==> src/rtl/display_sequencer_pkg.sv <==
// Shared constants for the display sequencer: FSM state encodings, mode width
// and the wrapping mode-step helper.
package display_sequencer_pkg;

  localparam int MODE_W = 3;

  localparam logic [1:0] ST_MANUAL = 2'b00;
  localparam logic [1:0] ST_AUTO   = 2'b01;
  localparam logic [1:0] ST_HOLD   = 2'b10;

  typedef logic [MODE_W-1:0] mode_t;

  // Step mode by +1 (up=1) or -1 (up=0), wrapping inside 0..num-1.
  function automatic mode_t mode_step(input mode_t m, input logic up, input int unsigned num);
    mode_t last;
    last = mode_t'(num - 1);
    if (up) return (m == last) ? '0 : mode_t'(m + 1'b1);
    else    return (m == '0) ? last : mode_t'(m - 1'b1);
  endfunction

endpackage

==> src/rtl/display_sequencer_if.sv <==
// Button/switch inputs and mode/state outputs of the display sequencer.
interface display_sequencer_if;
  import display_sequencer_pkg::*;

  logic       btn_next;
  logic       btn_prev;
  logic       auto_sw;
  logic       hold_sw;
  mode_t      mode;
  logic       mode_chg;
  logic [1:0] state;

  modport master (
    output btn_next, btn_prev, auto_sw, hold_sw,
    input  mode, mode_chg, state
  );

  modport slave (
    input  btn_next, btn_prev, auto_sw, hold_sw,
    output mode, mode_chg, state
  );
endinterface

==> src/rtl/display_sequencer_button_debouncer.sv <==
// Push-button conditioner: 2-FF synchronizer, debounce counter and a one-cycle
// press pulse on the rising edge of the debounced level.
module button_debouncer #(
  parameter int DEBOUNCE_CNT = 250000
) (
  input  logic clk,
  input  logic rst_n,
  input  logic btn,
  output logic press
);
  localparam int CNT_W = $clog2(DEBOUNCE_CNT + 1);

  logic             meta_reg;
  logic             sync_reg;
  logic             level_reg;
  logic             level_d_reg;
  logic [CNT_W-1:0] cnt_reg;
  logic             armed_reg;
  logic [CNT_W-1:0] arm_cnt_reg;

  always_ff @(posedge clk or negedge rst_n) begin
    if (!rst_n) begin
      meta_reg    <= 1'b0;
      sync_reg    <= 1'b0;
      level_reg   <= 1'b0;
      level_d_reg <= 1'b0;
      cnt_reg     <= '0;
      armed_reg   <= 1'b0;
      arm_cnt_reg <= '0;
    end else begin
      meta_reg    <= btn;
      sync_reg    <= meta_reg;
      level_d_reg <= level_reg;
      if (sync_reg != level_reg) begin
        if (cnt_reg == CNT_W'(DEBOUNCE_CNT - 1)) begin
          level_reg <= sync_reg;
          cnt_reg   <= '0;
        end else begin
          cnt_reg <= cnt_reg + 1'b1;
        end
      end else begin
        cnt_reg <= '0;
      end
      // A button held through reset must be seen released for a full
      // debounce interval before its next rise counts as a press.
      if (!armed_reg) begin
        if (sync_reg)
          arm_cnt_reg <= '0;
        else if (arm_cnt_reg == CNT_W'(DEBOUNCE_CNT - 1))
          armed_reg <= 1'b1;
        else
          arm_cnt_reg <= arm_cnt_reg + 1'b1;
      end
    end
  end

  assign press = level_reg & ~level_d_reg & armed_reg;

endmodule

==> src/rtl/display_sequencer.sv <==
// Display-source sequencer: debounced next/prev buttons, hold switch and an
// optional auto-scroll mode enabled by DISPLAY_SEQUENCER_AUTO_EN.
module display_sequencer
  import display_sequencer_pkg::*;
#(
  parameter int NUM_MODES    = 7,
  parameter int DEBOUNCE_CNT = 250000,
  parameter int SCROLL_CNT   = 50000000
) (
  input  logic               clk,
  input  logic               rst_n,
  display_sequencer_if.slave bus
);
  logic       next_ev;
  logic       prev_ev;
  logic       btn_ev;
  logic       scroll_hit;
  logic       hold_meta_reg;
  logic       hold_sync_reg;
  logic [1:0] state_reg;
  logic [1:0] state_next;
  mode_t      mode_reg;
  mode_t      mode_next;
  logic       mode_upd;
  logic       mode_chg_reg;

  button_debouncer #(.DEBOUNCE_CNT(DEBOUNCE_CNT)) u_next_db (
    .clk(clk), .rst_n(rst_n), .btn(bus.btn_next), .press(next_ev)
  );

  button_debouncer #(.DEBOUNCE_CNT(DEBOUNCE_CNT)) u_prev_db (
    .clk(clk), .rst_n(rst_n), .btn(bus.btn_prev), .press(prev_ev)
  );

  // Opposing presses in the same cycle cancel out.
  assign btn_ev = next_ev ^ prev_ev;

`ifdef DISPLAY_SEQUENCER_AUTO_EN
  localparam int SCROLL_W = $clog2(SCROLL_CNT + 1);

  logic                auto_meta_reg;
  logic                auto_sync_reg;
  logic [SCROLL_W-1:0] scroll_cnt_reg;

  assign scroll_hit = (state_reg == ST_AUTO) && (scroll_cnt_reg == SCROLL_W'(SCROLL_CNT - 1));

  always_ff @(posedge clk or negedge rst_n) begin
    if (!rst_n) begin
      auto_meta_reg  <= 1'b0;
      auto_sync_reg  <= 1'b0;
      scroll_cnt_reg <= '0;
    end else begin
      auto_meta_reg <= bus.auto_sw;
      auto_sync_reg <= auto_meta_reg;
      if ((state_reg != ST_AUTO) || btn_ev || scroll_hit)
        scroll_cnt_reg <= '0;
      else
        scroll_cnt_reg <= scroll_cnt_reg + 1'b1;
    end
  end

  always_comb begin
    state_next = ST_MANUAL;
    if (hold_sync_reg)      state_next = ST_HOLD;
    else if (auto_sync_reg) state_next = ST_AUTO;
  end
`else
  assign scroll_hit = 1'b0;

  always_comb begin
    state_next = ST_MANUAL;
    if (hold_sync_reg) state_next = ST_HOLD;
  end
`endif

  always_comb begin
    mode_next = mode_reg;
    mode_upd  = 1'b0;
    if (state_reg != ST_HOLD) begin
      if (btn_ev) begin
        mode_next = mode_step(mode_reg, next_ev, NUM_MODES);
        mode_upd  = 1'b1;
      end else if (scroll_hit) begin
        mode_next = mode_step(mode_reg, 1'b1, NUM_MODES);
        mode_upd  = 1'b1;
      end
    end
  end

  always_ff @(posedge clk or negedge rst_n) begin
    if (!rst_n) begin
      hold_meta_reg <= 1'b0;
      hold_sync_reg <= 1'b0;
      state_reg     <= ST_MANUAL;
      mode_reg      <= '0;
      mode_chg_reg  <= 1'b0;
    end else begin
      hold_meta_reg <= bus.hold_sw;
      hold_sync_reg <= hold_meta_reg;
      state_reg     <= state_next;
      mode_reg      <= mode_next;
      mode_chg_reg  <= mode_upd;
    end
  end

  assign bus.mode     = mode_reg;
  assign bus.mode_chg = mode_chg_reg;
  assign bus.state    = state_reg;

endmodule

==> src/flat_wrapper.sv <==
// flat-port wrapper written by rule: the top's interface ports become plain ports
module display_sequencer_flat import display_sequencer_pkg::*;
#(
  parameter int NUM_MODES    = 7,
  parameter int DEBOUNCE_CNT = 250000,
  parameter int SCROLL_CNT   = 50000000
)
  (clk, rst_n, bus_btn_next, bus_btn_prev, bus_auto_sw, bus_hold_sw, bus_mode, bus_mode_chg, bus_state);
  display_sequencer_if bus_i ();
  input  logic clk;
  input  logic rst_n;
  input wire logic [$bits(bus_i.btn_next)-1:0] bus_btn_next;
  input wire logic [$bits(bus_i.btn_prev)-1:0] bus_btn_prev;
  input wire logic [$bits(bus_i.auto_sw)-1:0] bus_auto_sw;
  input wire logic [$bits(bus_i.hold_sw)-1:0] bus_hold_sw;
  output wire logic [$bits(bus_i.mode)-1:0] bus_mode;
  output wire logic [$bits(bus_i.mode_chg)-1:0] bus_mode_chg;
  output wire logic [$bits(bus_i.state)-1:0] bus_state;
  assign bus_i.btn_next = bus_btn_next;
  assign bus_i.btn_prev = bus_btn_prev;
  assign bus_i.auto_sw = bus_auto_sw;
  assign bus_i.hold_sw = bus_hold_sw;
  assign bus_mode = bus_i.mode;
  assign bus_mode_chg = bus_i.mode_chg;
  assign bus_state = bus_i.state;
  display_sequencer #(.NUM_MODES(NUM_MODES), .DEBOUNCE_CNT(DEBOUNCE_CNT), .SCROLL_CNT(SCROLL_CNT)) u_core (.clk(clk), .rst_n(rst_n), .bus(bus_i));
endmodule
==> config.mk <==
export PLATFORM = sky130hd
export DESIGN_NAME = display_sequencer_flat
export DESIGN_NICKNAME = d
export VERILOG_FILES = /design/src/rtl/display_sequencer_pkg.sv /design/src/rtl/display_sequencer_if.sv /design/src/rtl/display_sequencer_button_debouncer.sv /design/src/rtl/display_sequencer.sv /design/src/flat_wrapper.sv
export SDC_FILE = /design/constraint.sdc
export NUM_CORES = 1
export LEC_CHECK = 0
export CORE_MARGIN = 10
export CORE_UTILIZATION = 40
export CTS_BUF_LIST = sky130_fd_sc_hd__clkbuf_8
export DETAILED_ROUTE_END_ITERATION = 10
export GPL_TIMING_DRIVEN = 1
export PLACE_DENSITY = 0.62
export SLEW_MARGIN = 5
export SYNTH_ARGS = -nofsm -noshare
export SYNTH_HDL_FRONTEND = slang
export SYNTH_SLANG_ARGS = --single-unit
==> constraint.sdc <==
create_clock -name clk -period 1.9 [get_ports clk]
set_input_delay 0.285 -clock clk [delete_from_list [all_inputs] [get_ports clk]]
set_output_delay 0.285 -clock clk [all_outputs]
set_load 0.05 [all_outputs]
After elaboration in Yosys (flattened, before gate mapping)
Cells that the tools add are included. Widths: inputs -> output; s select.

Bits in registers: 90. Logic and storage cells: 70.

$add $sub $neg: 6. Reduce and logical (&&, ||, !) cells: 6. Mux-type cells: 20. Bitwise operators: 9. Equal/unequal tests: 10.

Operators with widths (number): $mux 18 (8); $add 18x1->18 const B (4); $eq 18x18->1 const B (4); $reduce_and 2->1 (5); $mux 3 (3); $mux 1 (8); $ne 2x2->1 const B (3); $and 1x1->1 (4); $not 1->1 (4); $add 3x1->3 const B (1); $eq 3x3->1 const B (1); $logic_not 3->1 (1); $sub 3x1->3 const B (1); $mux 2 (1); $ne 1x1->1 (2); $xor 1x1->1 (1).

Depth between registers and ports, before layout
Gate-level depths: netlist (run 1).

Word-level depth: 6. Depth in mapped cells: 7. Gate-level depth less buffers: 6.

Cells and area by module
From an unflattened synthesis (run 1), not the netlist that was laid out.

Cell total of the unflattened synthesis: 475. Area, all modules: 4702.0 µm².

Modules (own cells, without submodules): button_debouncer at u_core.u_next_db (instances 1, cells an instance 217, sequential area each 1026.0 µm², area an instance 2163.3 µm²); button_debouncer at u_core.u_prev_db (instances 1, cells an instance 221, sequential area each 1026.0 µm², area an instance 2140.8 µm²); display_sequencer (instances 1, cells an instance 37, sequential area each 175.2 µm², area an instance 397.9 µm²).

Worst setup path before layout (run 1)
Ideal clock, no wire load.

Path kind: reg-to-reg. From: register u_core.mode_reg[0], in the netlist u_core.bus.mode[0]. To: register u_core.mode_reg[1], in the netlist u_core.bus.mode[1]. Data arrival time: 1590 ps. Cell stages (with the launch flop): 7. Slack: 230 ps. Cells stage by stage: dfrtp_1 inv_1 ha_1 nand2_1 o21ai_0 mux2_2 mux2i_1.

Longest elaborated chain between the ends: 3.

RTL lines: start: declaration (line display_sequencer.sv:22) `mode_t mode_reg;`; start signal: assignment (line display_sequencer.sv:101) `mode_reg <= mode_next;`; $sub 3x1->3 (tied with other cells) (line display_sequencer_pkg.sv:18) `else return (m == '0) ? last : mode_t'(m - 1'b1);`; $mux 3, on equally long branches (line display_sequencer_pkg.sv:18, display_sequencer_pkg.sv:17); $mux 3 (*) (line display_sequencer_pkg.sv:17) `if (up) return (m == last) ? '0 : mode_t'(m + 1'b1);`.

Mark *: on every way between the ends. The rest lies on a longest branch, timed or not. A chain may end at the register's enable or synchronous reset.

Worst setup path after layout (run 1)
From: register u_core.mode_chg_reg, in the netlist u_core.bus.mode_chg. To: output bus_mode_chg.

RTL lines: start: declaration (line display_sequencer.sv:25) `logic mode_chg_reg;`; start signal: assignment (line display_sequencer.sv:102) `mode_chg_reg <= mode_upd;`; end: declaration (line flat_wrapper.sv:17) `output wire logic [$bits(bus_i.mode_chg)-1:0] bus_mode_chg;`.

No word-level cell between the ends.

==> impl_metrics.json, run 1 <==
{
  "critPathRequiredTime_ns": 1.62,
  "wl_um": 9760,
  "synth_edf_count": 0,
  "tightest_slew_ns": 0.496,
  "power.leakage_uw": 0.00226,
  "port_buffers": 9,
  "htreeDepth": 3,
  "drtIter0Drc": 260,
  "routed_via_density": 5.72,
  "drv_cap": 0,
  "nNetsFinal": 514,
  "synth_top_family_by_area": "simple AND/OR/NAND/NOR gates",
  "path_class": "reg -> out",
  "cts_tree": "built",
  "async_flop_share": 1.00,
  "setup_viol": 0,
  "ys_ff_latch": 89,
  "crit_slowest_cell": "clkdlybuf4s50_1",
  "drcViolationCount": 0,
  "grt_pass1_vias": 3601,
  "diodes": 0,
  "crit_family": "buffers and inverters",
  "dr.pass1.iters": 4,
  "synth_ff_type": "dfrtp_1",
  "io-pin-count": 12,
  "timing.fmax_ghz": 0.556,
  "cts_resized": 0,
  "fin_crit_sh": 0.947,
  "core_mm2": 0.0115,
  "die_w_um": 129,
  "syn_nets": 490,
  "drive_gt1_frac": 0.127,
  "root_buffer": "clkbuf_8",
  "fin_setup_tns_ns": 0,
  "syn_area_mm2": 0.00474,
  "yosysWarnings": 0,
  "detail-route-antenna-nets": 0,
  "synth_compound_area_frac": 0.146,
  "syn-instance-count": 475,
  "cp_cell_sequence": "clkdlybuf4s50_1",
  "synthSimpleGateAreaFrac": 0.245,
  "outcome": "finished, final reports clean",
  "synth.distinct_cells": 56,
  "vias": 3699,
  "ys_seq_area_frac": 0.470,
  "clk_pin_slew_worst_paths_ns": 0.09,
  "clock_skew_ns": 0.00763,
  "die_y_um": 129,
  "slew_viol_final": 0,
  "die-area_mm2": 0.0166,
  "hpwl_um": 6540,
  "synth_xor_area_frac": 0.0425,
  "critPathMaxFanout": 1,
  "std_cell_rows": 39,
  "min_period_ns": 1.80,
  "fin_util": 0.462,
  "final-hold-violation-count": 0,
  "grt_pass1_wl_um": 17000,
  "postSynthAreaPerCell_um2": 9.98,
  "cts.path.max_buffers": 2,
  "clock_latency_ns": 0.36,
  "synth_fa_ha_area_frac": 0.0237,
  "holdCritPathClass": "reg -> reg",
  "finalWeightedCongestion": 0.834,
  "synth.area.mux_share": 0.0377,
  "cts_sinks": 89,
  "grt_usage": 0.123,
  "antenna_found_initial": 0,
  "wire_per_inst_um": 15.1,
  "cp-start-kind": "flip-flop",
  "grt_max_degree": 90,
  "cp.arrival_ns": 1.51,
  "cp-end-kind": "primary output",
  "ir_drop_v": 0.000335,
  "slowest_delay_ns": 0.80,
  "start_util": 0.412,
  "tritoncts.num_buffers": 9,
  "synthToLayoutAreaGrowth_pct": 12.2,
  "grt_overflow": 0,
  "powerDensity_mw_per_mm2": 657,
  "rsz0062_at_grt": "no",
  "crit_buf_inv": 1,
  "slew_headroom": 0.668
}
repair_timing:
item                       in CTS  in global routing
setup endpoints to repair       0                  1
hold buffers                    1                  0
hold endpoints to repair       89                  0
setup buffers                   0                  0
cells in the final DEF, fill, tap and decap left out, types with 4 or more instances in the layout:
cell / netlist / routed
nor2b_1: 5 / 5
nand3_1: 25 / 25
nor4b_1: 5 / 5
nor4_1: 11 / 11
a31oi_1: 7 / 7
xor2_1: 13 / 13
a21oi_1: 20 / 20
o31ai_1: 6 / 6
or3_1: 5 / 5
or4_1: 10 / 10
buf_4: 3 / 28
nand2_1: 33 / 33
clkdlybuf4s50_1: 0 / 4
o311a_1: 5 / 5
inv_1: 13 / 13
and4_1: 11 / 11
clkbuf_8: 0 / 11
nand4_1: 13 / 13
and3_1: 10 / 10
and2_1: 8 / 8
dfrtp_1: 89 / 89
mux2i_1: 10 / 10
ha_1: 9 / 9
o2bb2ai_1: 10 / 10
a221o_1: 6 / 6
nor2_1: 43 / 43
o21ai_0: 13 / 13
xnor2_1: 10 / 10
mux2_2: 7 / 7
nor3_1: 17 / 17
nand3b_1: 4 / 4
o41ai_1: 9 / 9
worst paths after layout:
kind	cells after the start	end	slack, ns	start
worst max-delay path	1	bus_mode_chg	0.10	u_core.bus.mode_chg$_DFF_PN0_
worst min-delay path	0	u_core.bus.state[1]$_DFF_PN0_	0.35	u_core.hold_sync_reg$_DFF_PN0_
worst max register to register	3	u_core.u_prev_db.arm_cnt_reg[0]$_DFFE_PN0P_	0.16	u_core.u_prev_db.arm_cnt_reg[8]$_DFFE_PN0P_
worst min register to register	0	u_core.bus.state[1]$_DFF_PN0_	0.35	u_core.hold_sync_reg$_DFF_PN0_
max in group asynchronous	3	u_core.bus.mode[1]$_DFFE_PN0P_	1.05	rst_n
min in group asynchronous	3	u_core.u_next_db.arm_cnt_reg[14]$_DFFE_PN0P_	0.50	rst_n
report_power, final:
group	internal (µW)	switching [µW]	leakage, µW
Clock	690	702	0.000110
Combinational	57.0	103	0.000929
Sequential	1920	24.2	0.00122
Total	2670	830	0.00226
routing by layer:
| metal | track usage | wire length [µm] | vias up |
|---|---|---|---|
| li1 | - | - | 1829 |
| met1 | 0.156 | 4790 | 1821 |
| met2 | 0.197 | 4610 | 40 |
| met3 | 0.0320 | 265 | 9 |
| met4 | 0.0455 | 97 | 0 |
| met5 | 0 | 0 | - |
synth_stat cells (9+ instances only):
library cell,n,area (µm²)
a21oi_1,20,100
and3_1,10,62.6
and4_1,11,96.3
buf_2,9,45.0
dfrtp_1,89,2230
ha_1,9,113
inv_1,13,48.8
mux2i_1,10,100
nand2_1,33,124
nand3_1,25,125
nand4_1,13,81.3
nor2_1,43,161
nor3_1,17,85.1
nor4_1,11,68.8
o21ai_0,13,65.1
o2bb2ai_1,10,87.6
o41ai_1,9,78.8
or4_1,10,75.1
xnor2_1,10,87.6
xor2_1,13,114
through the flow:
stage	std cells	cell area, µm²	total power [µW]	setup WS [ns]	hold WS [ns]
after floorplan	475	4740	2060	0.230	-0.0106
after global placement	630	5100	2140	0.188	0.334
after detailed placement	630	5100	2150	0.0876	0.336
after CTS	647	5320	3570	0.0456	0.326
after global routing	647	5320	3670	0.00779	0.335
final	647	5320	3500	0.101	0.353
cell type report:
class	count	area, µm²
tap	143	179
clock buffer	11	151
sequential	89	2230
fill	1099	6200
clock inverter	5	61.3
timing repair buffer	35	300
multi-input combinational	350	2350
inverter	14	52.6
kinds of logic after synthesis:
group,count (synthesis)
AND/OR/NAND/NOR,210
AO/OA/AOI/OAI,90
flip-flops,89
buffers and inverters,36
XOR/XNOR,23
multiplexers,17
adder cells (fa/ha/maj),9
other,1
(Power assumes the default switching activity.)
==> run 2: changes to the inputs <==
--- a/config.mk
+++ b/config.mk
@@ -5,12 +5,12 @@
 export SDC_FILE = /design/constraint.sdc
 export NUM_CORES = 1
 export LEC_CHECK = 0
-export CORE_MARGIN = 10
-export CORE_UTILIZATION = 40
+export CORE_MARGIN = 4
+export CORE_UTILIZATION = 55
 export CTS_BUF_LIST = sky130_fd_sc_hd__clkbuf_8
 export DETAILED_ROUTE_END_ITERATION = 10
 export GPL_TIMING_DRIVEN = 1
-export PLACE_DENSITY = 0.62
+export PLACE_DENSITY = 0.78
 export SLEW_MARGIN = 5
 export SYNTH_ARGS = -nofsm -noshare
 export SYNTH_HDL_FRONTEND = slang
==> run 2 against run 1 <==
Count of clock-buffer cells in the layout decreased by 1; worst hold slack got worse by 0.010 ns; worst setup slack got worse by 0.012 ns; flip-flop and latch count unchanged; sequential power about the same; critical path type is now reg -> reg; global-route usage increased by 6.8 points; highest routed layer unchanged; critical path depth increased by 5; clock skew increased by 0.011 ns; non-clock buffer count decreased by 5; power decreased by 2.3%.
==> impl_metrics.json, run 2 (same netlist as run 1, synthesis figures left out) <==
{
  "outcome": "finished, final reports clean",
  "dp_cells": 587,
  "total_power_uw": 3420,
  "synthToLayoutAreaGrowth_pct": 10.5,
  "routed_via_density": 6.14,
  "hpwl_um": 6260,
  "fin_setup_tns_ns": 0,
  "grt_overflow": 0,
  "drcViolationCount": 0,
  "layout_common_cells": "89 x dfrtp_1, 43 x nor2_1, 33 x nand2_1",
  "nFillCells": 658,
  "cts.path.max_buffers": 2,
  "reg2reg_from": "u_core.u_next_db.arm_cnt_reg[0]$_DFFE_PN0P_",
  "cp.arrival_ns": 2.05,
  "fin_cells": 604,
  "rrSetupSlack_ns": 0.09,
  "io-pin-count": 12,
  "diodes": 0,
  "die_y_um": 101,
  "grt_pass1_wl_um": 15900,
  "final_common_cell": "dfrtp_1",
  "die-area_mm2": 0.0102,
  "slew_viol_final": 0,
  "power.leakage_uw": 0.00227,
  "drv_cap": 0,
  "drtIter0Drc": 159,
  "path_class": "reg -> reg",
  "min_period_ns": 1.81,
  "dr.pass1.iters": 4,
  "cts_sinks": 89,
  "wl_um": 9030,
  "postCtsSetupBuffers": 0,
  "rr_endpoint": "u_core.u_next_db.arm_cnt_reg[16]$_DFFE_PN0P_",
  "grt_pass1_vias": 3498,
  "critPathMaxFanout": 14,
  "core_mm2": 0.00830,
  "start_util": 0.571,
  "timing.fmax_ghz": 0.552,
  "holdWs_ns": 0.343,
  "clock_latency_ns": 0.35,
  "multi_input_area_mm2": 0.00236,
  "grt_usage": 0.191,
  "setup_viol": 0,
  "nNetsFinal": 509,
  "slew_headroom": 0.661,
  "wire_per_inst_um": 14.9,
  "antenna_found_initial": 0,
  "hold_depth": 0,
  "slowest_delay_ns": 0.42,
  "cp-startpoint": "u_core.u_next_db.arm_cnt_reg[0]$_DFFE_PN0P_",
  "ir_drop_v": 0.000547,
  "cts_tree": "built",
  "drive_gt1_frac": 0.112,
  "endpoint": "u_core.u_next_db.arm_cnt_reg[16]$_DFFE_PN0P_",
  "cp-start-kind": "flip-flop",
  "std_cell_rows": 33,
  "tritoncts.num_buffers": 9,
  "root_buffer": "clkbuf_8",
  "reg2reg_depth": 6,
  "cp_cell_sequence": "ha_1 > and3_2 > nand4_1 > o21ba_2 > inv_2 > a221o_1",
  "port_buffers": 9,
  "crit_slowest_cell": "dfrtp_1",
  "seqCellArea_mm2": 0.00223,
  "fin_crit_sh": 0.953,
  "final-hold-violation-count": 0,
  "finalWeightedCongestion": 0.817,
  "clk_pin_slew_worst_paths_ns": 0.09,
  "cp-end-kind": "flip-flop",
  "tightest_slew_ns": 0.508,
  "powerDensity_mw_per_mm2": 652,
  "clock_skew_ns": 0.0189,
  "critPathRequiredTime_ns": 2.14,
  "vias": 3708,
  "htreeDepth": 3,
  "rsz0062_at_grt": "no",
  "die_w_um": 101,
  "holdCritPathClass": "reg -> reg",
  "grt_max_degree": 90,
  "detail-route-antenna-nets": 0
}
## run 2: power by group
group | internal, µW | switching, µW
clock | 646 | 666
sequential | 1920 | 25.2
combinational | 58.3 | 100
## run 2: worst max-delay path: cells and delay by family (launching register included)
family	cells	cell delay, ns
compound gates	2	0.58
flops	1	0.42
fa+ha+maj	1	0.25
simple gates	2	0.33
buf+inv	1	0.15
## run 2: layer usage
layer,track usage,part of all wire,vias to the layer above,wire [µm]
li1,-,-,1818,-
met1,0.253,0.47,1802,4250
met2,0.316,0.49,67,4390
met3,0.0374,0.030,21,269
met4,0.0611,0.014,0,125
met5,0,0,-,0
## run 2: what timing repair did
action | 4_1_cts | 5_1_grt
endpoints found under the hold margin | 77 | 0
gates resized for setup | 1 | 5
hold buffers | 1 | 0
setup endpoints to repair | 1 | 4
## run 2: worst min path at each step
stage,endpoint,from
2_1_floorplan,u_core.bus.mode[0]$_DFFE_PN0P_,rst_n
3_3_place_gp,u_core.u_prev_db.sync_reg$_DFF_PN0_,u_core.u_prev_db.meta_reg$_DFF_PN0_
3_5_place_dp,u_core.hold_sync_reg$_DFF_PN0_,u_core.hold_meta_reg$_DFF_PN0_
4_1_cts,u_core.hold_sync_reg$_DFF_PN0_,u_core.hold_meta_reg$_DFF_PN0_
5_1_grt,u_core.hold_sync_reg$_DFF_PN0_,u_core.hold_meta_reg$_DFF_PN0_
6_report,u_core.hold_sync_reg$_DFF_PN0_,u_core.hold_meta_reg$_DFF_PN0_
## run 2: cell type report
type / instances / area share
clock buffer: 10 / 0.0263
sequential: 89 / 0.425
multi-input combinational: 350 / 0.450
timing repair buffer: 30 / 0.0509
inverter: 14 / 0.0100
tap: 105 / 0.0251
clock inverter: 6 / 0.0127
## run 2: metrics by stage
stage / utilization / cell area, µm² / worst slack [ns]
3_5_place_dp: 0.604 / 5010 / 0.107
5_1_grt: 0.631 / 5240 / 0.0195
2_1_floorplan: - / 4740 / 0.230
4_1_cts: 0.629 / 5220 / 0.0117
6_report: 0.631 / 5240 / 0.0885
3_3_place_gp: 0.604 / 5010 / 0.164
